**src/rtl/vc_sched_pkg.sv**
```systemverilog
// Shared types for the VC schedulers: flit header layout, flit types and credit default.
package vc_sched_pkg;

    localparam int TYPE_W      = 2;
    localparam int SIZE_W      = 8;
    localparam int HDR_W       = TYPE_W + SIZE_W;
    localparam int DEF_CREDITS = 2;

    typedef enum logic [TYPE_W-1:0] {
        FLIT_HEAD = 2'b00,
        FLIT_BODY = 2'b01,
        FLIT_TAIL = 2'b10
    } e_flit_type_t;

    // Top HDR_W bits of every flit: type, then packet size.
    typedef struct packed {
        e_flit_type_t      ftype;
        logic [SIZE_W-1:0] pkt_size;
    } s_vc_sched_flit_t;

endpackage

```
**src/rtl/vc_sched_arbiter.sv**
```systemverilog
// One-hot request picker: fixed highest-index priority, or round-robin from i_ptr when RR_EN is set.
module vc_sched_arbiter #(
    parameter int N     = 3,
    parameter bit RR_EN = 1'b0,
    localparam int PTR_W = $clog2(N)
) (
    input  logic [N-1:0]     i_req,
    input  logic [PTR_W-1:0] i_ptr,
    output logic [N-1:0]     o_gnt
);

    logic [PTR_W-1:0] w_idx;
    logic             w_found;

    // Fixed mode walks downward from N-1; round-robin walks upward from the pointer with wrap.
    always_comb begin
        o_gnt   = '0;
        w_found = 1'b0;
        w_idx   = '0;
        for (int off = 0; off < N; off++) begin
            w_idx = RR_EN ? PTR_W'((int'(i_ptr) + off) % N) : PTR_W'(N - 1 - off);
            if (!w_found && i_req[w_idx]) begin
                o_gnt[w_idx] = 1'b1;
                w_found      = 1'b1;
            end
        end
    end

endmodule

```
**src/rtl/vc_out_sched.sv**
```systemverilog
// Output-port VC scheduler with wormhole locking and per-VC credit counters.
// Build option: define VC_SCHED_RR_EN for round-robin selection among heads.
//
// state     | meaning
// ST_IDLE   | no packet in flight; any HEAD with credit may win
// ST_LOCKED | multi-flit packet on r_lock_vc; only that VC is served until its TAIL
module vc_out_sched
    import vc_sched_pkg::*;
#(
    parameter int NUM_VC     = 3,
    parameter int FLIT_WIDTH = 34,
    parameter int CREDITS    = DEF_CREDITS,
    localparam int VC_W      = $clog2(NUM_VC),
    localparam int CNT_W     = $clog2(CREDITS + 1)
) (
    input  logic                         clk,
    input  logic                         arst,
    input  logic [NUM_VC*FLIT_WIDTH-1:0] fdata_i,
    input  logic [NUM_VC-1:0]            valid_i,
    output logic [NUM_VC-1:0]            ready_o,
    output logic [FLIT_WIDTH-1:0]        fdata_o,
    output logic [VC_W-1:0]              vc_id_o,
    output logic                         valid_o,
    input  logic                         ready_i,
    input  logic [NUM_VC-1:0]            credit_i,
    output logic                         credit_err_o
);

    typedef enum logic {ST_IDLE, ST_LOCKED} e_state_t;

    e_state_t          r_state, w_state_nxt;
    logic [VC_W-1:0]   r_lock_vc, w_lock_nxt;
    logic [CNT_W-1:0]  r_cnt [NUM_VC];
    logic              r_valid;
    logic [FLIT_WIDTH-1:0] r_fdata;
    logic [VC_W-1:0]   r_vc_id;
    logic              r_err;

    logic              w_load_ok;
    s_vc_sched_flit_t  w_hd [NUM_VC];
    logic [NUM_VC-1:0] w_req, w_gnt;
    logic              w_any;
    logic [VC_W-1:0]   w_g;
    logic [VC_W-1:0]   w_ptr;
    logic [FLIT_WIDTH-1:0] w_gflit;
    s_vc_sched_flit_t  w_ghd;

`ifdef VC_SCHED_RR_EN
    localparam bit RR_EN = 1'b1;
    logic [VC_W-1:0] r_ptr;

    // Pointer only advances on grants taken while unlocked, i.e. packet heads.
    always_ff @(posedge clk or posedge arst) begin
        if (arst)
            r_ptr <= '0;
        else if (r_state == ST_IDLE && w_any)
            r_ptr <= (w_g == VC_W'(NUM_VC - 1)) ? '0 : w_g + 1'b1;
    end
    assign w_ptr = r_ptr;
`else
    localparam bit RR_EN = 1'b0;
    assign w_ptr = '0;
`endif

    assign w_load_ok = ~r_valid | ready_i;

    for (genvar v = 0; v < NUM_VC; v++) begin : g_req
        assign w_hd[v]  = s_vc_sched_flit_t'(fdata_i[v*FLIT_WIDTH + FLIT_WIDTH - 1 -: HDR_W]);
        assign w_req[v] = valid_i[v] && (r_cnt[v] != '0) && w_load_ok &&
                          ((r_state == ST_IDLE) ? (w_hd[v].ftype == FLIT_HEAD)
                                                : (r_lock_vc == VC_W'(v)));
    end

    vc_sched_arbiter #(.N(NUM_VC), .RR_EN(RR_EN)) u_arb (
        .i_req (w_req),
        .i_ptr (w_ptr),
        .o_gnt (w_gnt)
    );

    always_comb begin
        w_g = '0;
        for (int i = 0; i < NUM_VC; i++)
            if (w_gnt[i]) w_g = VC_W'(i);
    end

    assign w_any   = |w_gnt;
    assign w_gflit = fdata_i[int'(w_g)*FLIT_WIDTH +: FLIT_WIDTH];
    assign w_ghd   = w_hd[w_g];
    assign ready_o = arst ? '0 : w_gnt;

    always_ff @(posedge clk or posedge arst) begin
        if (arst) begin
            r_state   <= ST_IDLE;
            r_lock_vc <= '0;
        end else begin
            r_state   <= w_state_nxt;
            r_lock_vc <= w_lock_nxt;
        end
    end

    always_comb begin
        w_state_nxt = r_state;
        w_lock_nxt  = r_lock_vc;
        case (r_state)
            ST_IDLE: begin
                if (w_any && w_ghd.ftype == FLIT_HEAD && w_ghd.pkt_size != '0) begin
                    w_state_nxt = ST_LOCKED;
                    w_lock_nxt  = w_g;
                end
            end
            ST_LOCKED: begin
                if (w_any && w_g == r_lock_vc && w_ghd.ftype == FLIT_TAIL)
                    w_state_nxt = ST_IDLE;
            end
            default: w_state_nxt = ST_IDLE;
        endcase
    end

    always_ff @(posedge clk or posedge arst) begin
        if (arst) begin
            r_valid <= 1'b0;
            r_fdata <= '0;
            r_vc_id <= '0;
        end else if (w_any) begin
            r_valid <= 1'b1;
            r_fdata <= w_gflit;
            r_vc_id <= w_g;
        end else if (ready_i) begin
            r_valid <= 1'b0;
        end
    end

    // A grant and a returned credit on the same VC cancel out.
    always_ff @(posedge clk or posedge arst) begin
        if (arst) begin
            for (int v = 0; v < NUM_VC; v++) r_cnt[v] <= CNT_W'(CREDITS);
            r_err <= 1'b0;
        end else begin
            for (int v = 0; v < NUM_VC; v++) begin
                if (w_gnt[v] && !credit_i[v])
                    r_cnt[v] <= r_cnt[v] - 1'b1;
                else if (credit_i[v] && !w_gnt[v]) begin
                    if (r_cnt[v] == CNT_W'(CREDITS))
                        r_err <= 1'b1;
                    else
                        r_cnt[v] <= r_cnt[v] + 1'b1;
                end
            end
        end
    end

    assign fdata_o      = r_fdata;
    assign vc_id_o      = r_vc_id;
    assign valid_o      = r_valid;
    assign credit_err_o = r_err;

endmodule

```
**config.mk**
```make
export PLATFORM = sky130hd
export DESIGN_NAME = vc_out_sched
export DESIGN_NICKNAME = d
export VERILOG_FILES = /design/src/rtl/vc_sched_pkg.sv /design/src/rtl/vc_sched_arbiter.sv /design/src/rtl/vc_out_sched.sv
export SDC_FILE = /design/constraint.sdc
export NUM_CORES = 1
export LEC_CHECK = 0
export CORE_MARGIN = 3
export CORE_UTILIZATION = 44
export CTS_BUF_LIST = sky130_fd_sc_hd__clkbuf_2
export DETAILED_ROUTE_END_ITERATION = 16
export GPL_ROUTABILITY_DRIVEN = 0
export PLACE_DENSITY = 0.88
export SLEW_MARGIN = 20
export SYNTH_ARGS = -nofsm -noshare
export SYNTH_HDL_FRONTEND = slang
export SYNTH_SLANG_ARGS = --single-unit
```
**constraint.sdc**
```tcl
create_clock -name clk -period 8 [get_ports clk]
set_clock_uncertainty 0.05 [all_clocks]
set_input_delay 1.2 -clock clk [delete_from_list [all_inputs] [get_ports clk]]
set_output_delay 1.2 -clock clk [all_outputs]
set_load 0.005 [all_outputs]
```
==> results of run 1 <==
==> logic make-up after synthesis <==
logic type                 count (synthesis)
AOI/OAI and AO/OA                        123
xor gates and xnor gates                   6
adders and majority gates                  6
buffers and inverters                     42
DFF                                       47
muxes                                      3
and+or+nand+nor                          125
==> layer usage <==
layer / routed length [um] / global-route usage [%]
met1: 3380 / 26.7
met2: 4230 / 38.7
met3: 849 / 6.84
met4: 223 / 8.50
met5: 0 / 0
==> area by class of cell <==
cell class	instances	area (um2)
Tap cell	75	93.8
Inverter	16	61.3
Timing Repair Buffer	152	1520
Clock buffer	5	25.0
Clock inverter	3	47.5
Fill cell	497	1690
Multi-Input combinational cell	263	1480
Sequential cell	47	1180
==> path summary, 6_finish.rpt <==
kind | endpoint | from | slack, ns | cells after the start
setup / recovery | ready_o[1] | ready_i | 2.44 | 7
setup reg to reg | r_lock_vc[1] | valid_o | 4.55 | 8
hold / removal | vc_id_o[1] | vc_id_o[1] | 0.46 | 2
max in group asynchronous | fdata_o[6] | arst | 5.98 | 2
hold reg to reg | vc_id_o[1] | vc_id_o[1] | 0.46 | 2
min in group asynchronous | r_cnt[2] | arst | 1.29 | 2
==> flip-flops by register name, summed over array words and instances, names as in the netlist <==
| signal | flops |
|---|---|
| valid_o | 1 |
| credit_err_o | 1 |
| r_cnt | 6 |
| r_lock_vc | 2 |
| fdata_o | 34 |
| vc_id_o | 2 |
| r_state | 1 |
==> critical path, stage by stage <==
cell and delay, ns:
clkdlybuf4s50_1 0.45, nand2b_1 0.39, o2111a_2 0.93, clkinv_2 0.55, nand2_1 0.28, nor2_1 0.06, clkdlybuf4s50_1 0.44
==> layout by cell type (no fill, tap or decap), drive strengths merged, types with 2 or more instances in the layout <==
cell type      count
nor2b              3
nor4               4
nand3              3
xnor2              3
and3b              5
a22oi              2
dfrtp             44
clkdlybuf4s50    151
a21o               4
a21oi             51
o2111ai            9
dfstp              3
clkinv             2
xor2               3
o211ai             9
o21ai             41
mux2               3
ha                 6
clkbuf             5
nand2             88
nor3               7
inv               16
nor2               9
==> power breakdown <==
group / internal, mW / total, mW / switching [mW]
registers: 0.350 / 0.424 / 0.0731
clock network: 0.0547 / 0.139 / 0.0842
logic: 0.314 / 0.571 / 0.257
total: 0.719 / 1.13 / 0.415
==> through the flow <==
step,power [mW],hold slack [ns],instances,util (%)
final,1.13,0.463,561,72.2
after global routing,1.22,0.505,561,72.2
after CTS,1.14,0.470,561,72.2
after detailed placement,1.00,0.419,553,71.0
after global placement,0.980,0.410,553,71.0
after floorplan,0.709,0.415,352,-
==> flow_metrics.py, run 1 <==
metrics = {
    "outcome": {
        "status": "complete, no violations",
    },
    "sta": {
        "min_period_ns": 5.56,
        "setup_violations": 0,
        "slew_headroom_pct": 35.3,
        "setup_slack_ns": 2.44,
        "tns_ns": 0,
        "period_share_pct": 69.5,
        "fmax_mhz": 180,
        "hold_viol": 0,
        "rsz0062_at_grt": "false",
        "worst_slew_pin_slew_ns": 0.968,
        "slew_viol_final": 0,
    },
    "floorplan": {
        "pin_count": 152,
        "start_util_pct": 46.8,
        "dieArea_um2": 7490,
        "die_w_um": 86.6,
        "die_h_um": 86.6,
        "core_um2": 6100,
        "rows": 28,
    },
    "critical_path": {
        "cp_data_arrival_time_ns": 4.31,
        "crit_type": "input port to output port",
        "worst_setup_path_start_kind": "input port",
        "end_kind": "output port",
        "cp_max_fo": 53,
        "cp.required_ns": 6.75,
    },
    "synth": {
        "yosys.area_share.adder_pct": 2.63,
        "syn_area_um2": 2860,
        "synth_compound_area_share_pct": 25.9,
        "synth-edff-count": 0,
        "synthMuxAreaShare_pct": 1.45,
        "synth.area.top_cells": "dfrtp_1, nand2_1, a21oi_1, o21ai_1, dfstp_2",
        "synthXorXnorAreaFrac_pct": 1.84,
        "synth_top_cell_by_area": "dfrtp_1",
        "synth_simple_gate_area_share_pct": 19.7,
        "syn_avg_cell_area_um2": 8.11,
        "ys_top_cells_by_count": "nand2_1, a21oi_1, dfrtp_1, o21ai_1, inv_1",
        "synthDistinctLibCells": 47,
        "synthFlopType": "dfrtp_1",
        "synth_top_family_by_area": "compound AO/OA/AOI/OAI gates",
        "synth_nets": 469,
        "async_flop_share_pct": 100,
        "yosys_warnings": 0,
        "yosys.area.top_type_share_pct": 38.6,
        "postSynthCellCount": 352,
        "yosysMostFrequentCell": "nand2_1",
        "ys_seq_area_share_pct": 41.3,
        "ys_seq_elements": 47,
    },
    "cts": {
        "post_cts_resized": 0,
        "clk_path_buf_depth": 2,
        "cts-buffers-inserted": 5,
        "clock_latency_ns": 0.44,
        "cts_tree": "done",
        "cts_sinks": 47,
        "htree_levels": 2,
        "post_cts_buffers": 0,
        "root_buffer": "clkbuf_2",
        "ctsHoldBuffers": 0,
        "clk_pin_slew_ns": 0.23,
    },
    "grt": {
        "first_global_vias": 2848,
        "grt_usage_pct": 22.6,
        "grt_pass1_wl_um": 13300,
        "grt_max_degree": 70,
        "grt_remaining_overflow": 0,
        "antenna_found_initial": 0,
    },
    "flow_run": {
        "maxCapViolations": 0,
    },
    "detailed_routing": {
        "drc": 0,
        "wire_per_inst_um": 15.5,
        "wl_um": 8680,
        "vias": 3038,
        "ant_nets": 0,
        "dr.pass1.iters": 5,
        "vias_per_cell": 5.42,
        "drt-initial-drc-count": 231,
    },
    "place": {
        "dpl_cell_area_um2": 4330,
        "port_buffers": 151,
        "pre_cts_ws_ns": 2.46,
        "dp_hpwl_um": 6550,
    },
    "power_and_ir_drop": {
        "ir_drop_mv": 0.144,
        "p_leak_nw": 1.89,
        "p_per_area_nw_per_um2": 257,
    },
    "cells_and_area": {
        "antenna_cells": 0,
        "design_area_um2": 4400,
        "drive_above_1_share_pct": 5.56,
        "syn_to_final_growth_pct": 54.3,
        "num-nets-final": 602,
    },
    "worst_hold_path": {
        "hp-class": "register to register",
    },
}
Power figures use the tool's default switching activity.
==> run 2, diff against run 1 <==
--- a/config.mk
+++ b/config.mk
@@ -6,11 +6,11 @@
 export NUM_CORES = 1
 export LEC_CHECK = 0
 export CORE_MARGIN = 3
-export CORE_UTILIZATION = 44
+export CORE_UTILIZATION = 41
 export CTS_BUF_LIST = sky130_fd_sc_hd__clkbuf_2
 export DETAILED_ROUTE_END_ITERATION = 16
 export GPL_ROUTABILITY_DRIVEN = 0
-export PLACE_DENSITY = 0.88
+export PLACE_DENSITY = 0.82
 export SLEW_MARGIN = 20
 export SYNTH_ARGS = -nofsm -noshare
 export SYNTH_HDL_FRONTEND = slang
==> constraint.sdc (replaced) <==
create_clock -name clk -period 5.65 [get_ports clk]
set_clock_uncertainty 0.05 [all_clocks]
set_input_delay 0.8475 -clock clk [delete_from_list [all_inputs] [get_ports clk]]
set_output_delay 0.8475 -clock clk [all_outputs]
set_load 0.005 [all_outputs]
==> flow_metrics.py, run 2 (same netlist as run 1, synthesis figures left out) <==
metrics = {
    "grt": {
        "grt_max_degree": 70,
        "grt_remaining_overflow": 0,
        "grt_usage_pct": 21.2,
        "first_global_vias": 2893,
        "grt_pass1_wl_um": 13100,
        "antenna_found_initial": 0,
    },
    "detailed_routing": {
        "vias_per_cell": 5.38,
        "ant_nets": 0,
        "wl_um": 8690,
        "vias": 3040,
        "drc": 0,
        "wire_per_inst_um": 15.4,
        "drt-initial-drc-count": 113,
        "dr.pass1.iters": 4,
    },
    "place": {
        "port_buffers": 151,
        "dp_hpwl_um": 6740,
        "pre_cts_ws_ns": 1.23,
        "placedCellCount": 557,
        "dpl_cell_area_um2": 4350,
    },
    "cells_and_area": {
        "layout_commonest_cell": "clkdlybuf4s50_1",
        "syn_to_final_growth_pct": 55.5,
        "design_area_um2": 4440,
        "layout_common_cells": "clkdlybuf4s50_1, nand2_1, a21oi_1",
        "post-route-util_pct": 68.0,
        "antenna_cells": 0,
        "num-nets-final": 604,
        "largest_reg_flops": 34,
        "drive_above_1_share_pct": 5.74,
        "fillers": 561,
        "stdcell_count": 565,
    },
    "cts": {
        "ctsHoldBuffers": 0,
        "htree_levels": 2,
        "clock_latency_ns": 0.44,
        "root_buffer": "clkbuf_2",
        "cts-buffers-inserted": 5,
        "cts_sinks": 47,
        "clk_pin_slew_ns": 0.21,
        "clk_path_buf_depth": 2,
        "post_cts_resized": 0,
        "cts_tree": "done",
        "post_cts_buffers": 0,
    },
    "critical_path": {
        "crit_type": "input port to output port",
        "cp_slowest_cell": "o2111a_2",
        "cp.required_ns": 4.75,
        "cp_data_arrival_time_ns": 3.52,
        "end_kind": "output port",
        "path_buf_inv": 3,
        "cp_max_fo": 28,
        "slowest_delay_ns": 0.63,
        "worst_setup_path_start_kind": "input port",
        "crit_chain": "clkdlybuf4s50_1, nand2b_1, o2111a_2, clkinv_2, nand2_1, nor2_1, clkdlybuf4s50_1",
        "reg2reg_slack_ns": 2.38,
        "crit_top_cell": "clkdlybuf4s50_1",
        "cpLargestDelayFamily": "buffers and inverters",
    },
    "floorplan": {
        "die_w_um": 89.5,
        "dieArea_um2": 8000,
        "core_um2": 6530,
        "die_h_um": 89.5,
        "pin_count": 152,
        "start_util_pct": 43.7,
        "rows": 29,
    },
    "sta": {
        "hold_ws_ns": 0.463,
        "setup_slack_ns": 1.23,
        "tns_ns": 0,
        "period_share_pct": 78.3,
        "slew_headroom_pct": 36.0,
        "rsz0062_at_grt": "false",
        "hold_viol": 0,
        "fmax_mhz": 226,
        "min_period_ns": 4.42,
        "worst_slew_pin_slew_ns": 0.958,
        "setup_violations": 0,
        "slew_viol_final": 0,
    },
    "power_and_ir_drop": {
        "ir_drop_mv": 0.156,
        "total_power_mw": 1.64,
        "p_leak_nw": 1.92,
        "p_per_area_nw_per_um2": 369,
    },
    "flow_run": {
        "maxCapViolations": 0,
    },
    "worst_hold_path": {
        "hp-class": "register to register",
    },
    "outcome": {
        "status": "complete, no violations",
    },
}
## run 2: worst register-to-register path, cell delays in order (launching register included)
cell	delay (ns)
dfrtp_1	0.59
and3b_1	0.43
o211a_1	0.66
buf_4	0.37
o211ai_1	0.14
a222oi_1	0.32
nand4_1	0.20
nand3_2	0.15
mux2_4	0.30
## run 2: worst paths after layout
path	to	start	depth (start not counted)
min in group asynchronous	valid_o	arst	2
worst max register to register	r_lock_vc[1]	r_state	8
worst min register to register	credit_err_o	credit_err_o	1
worst max-delay path	ready_o[1]	ready_i	7
max in group asynchronous	fdata_o[25]	arst	2
worst min-delay path	credit_err_o	credit_err_o	1
## run 2: power breakdown
| group | internal (mW) | total [mW] | switching, mW |
|---|---|---|---|
| Sequential | 0.496 | 0.598 | 0.101 |
| Combinational | 0.446 | 0.806 | 0.360 |
| Clock | 0.121 | 0.234 | 0.113 |
## run 2: area by class of cell
class                           count  area [um2]  area share (%)
Timing Repair Buffer              154        1530            34.6
Multi-Input combinational cell    263        1480            33.3
Sequential cell                    47        1180            26.6
Tap cell                           77        96.3            2.17
Inverter                           16        61.3            1.38
Clock inverter                      2        60.1            1.35
Clock buffer                        6        30.0           0.676
## run 2: layer usage
metal | up-vias | global-route usage (%) | share of wire (%)
met1 | 1391 | 25.6 | 40
met2 | 145 | 36.2 | 49
li1 | 1488 | - | -
met5 | - | 0 | 0
met4 | 0 | 7.71 | 2.3
met3 | 16 | 5.53 | 8.9
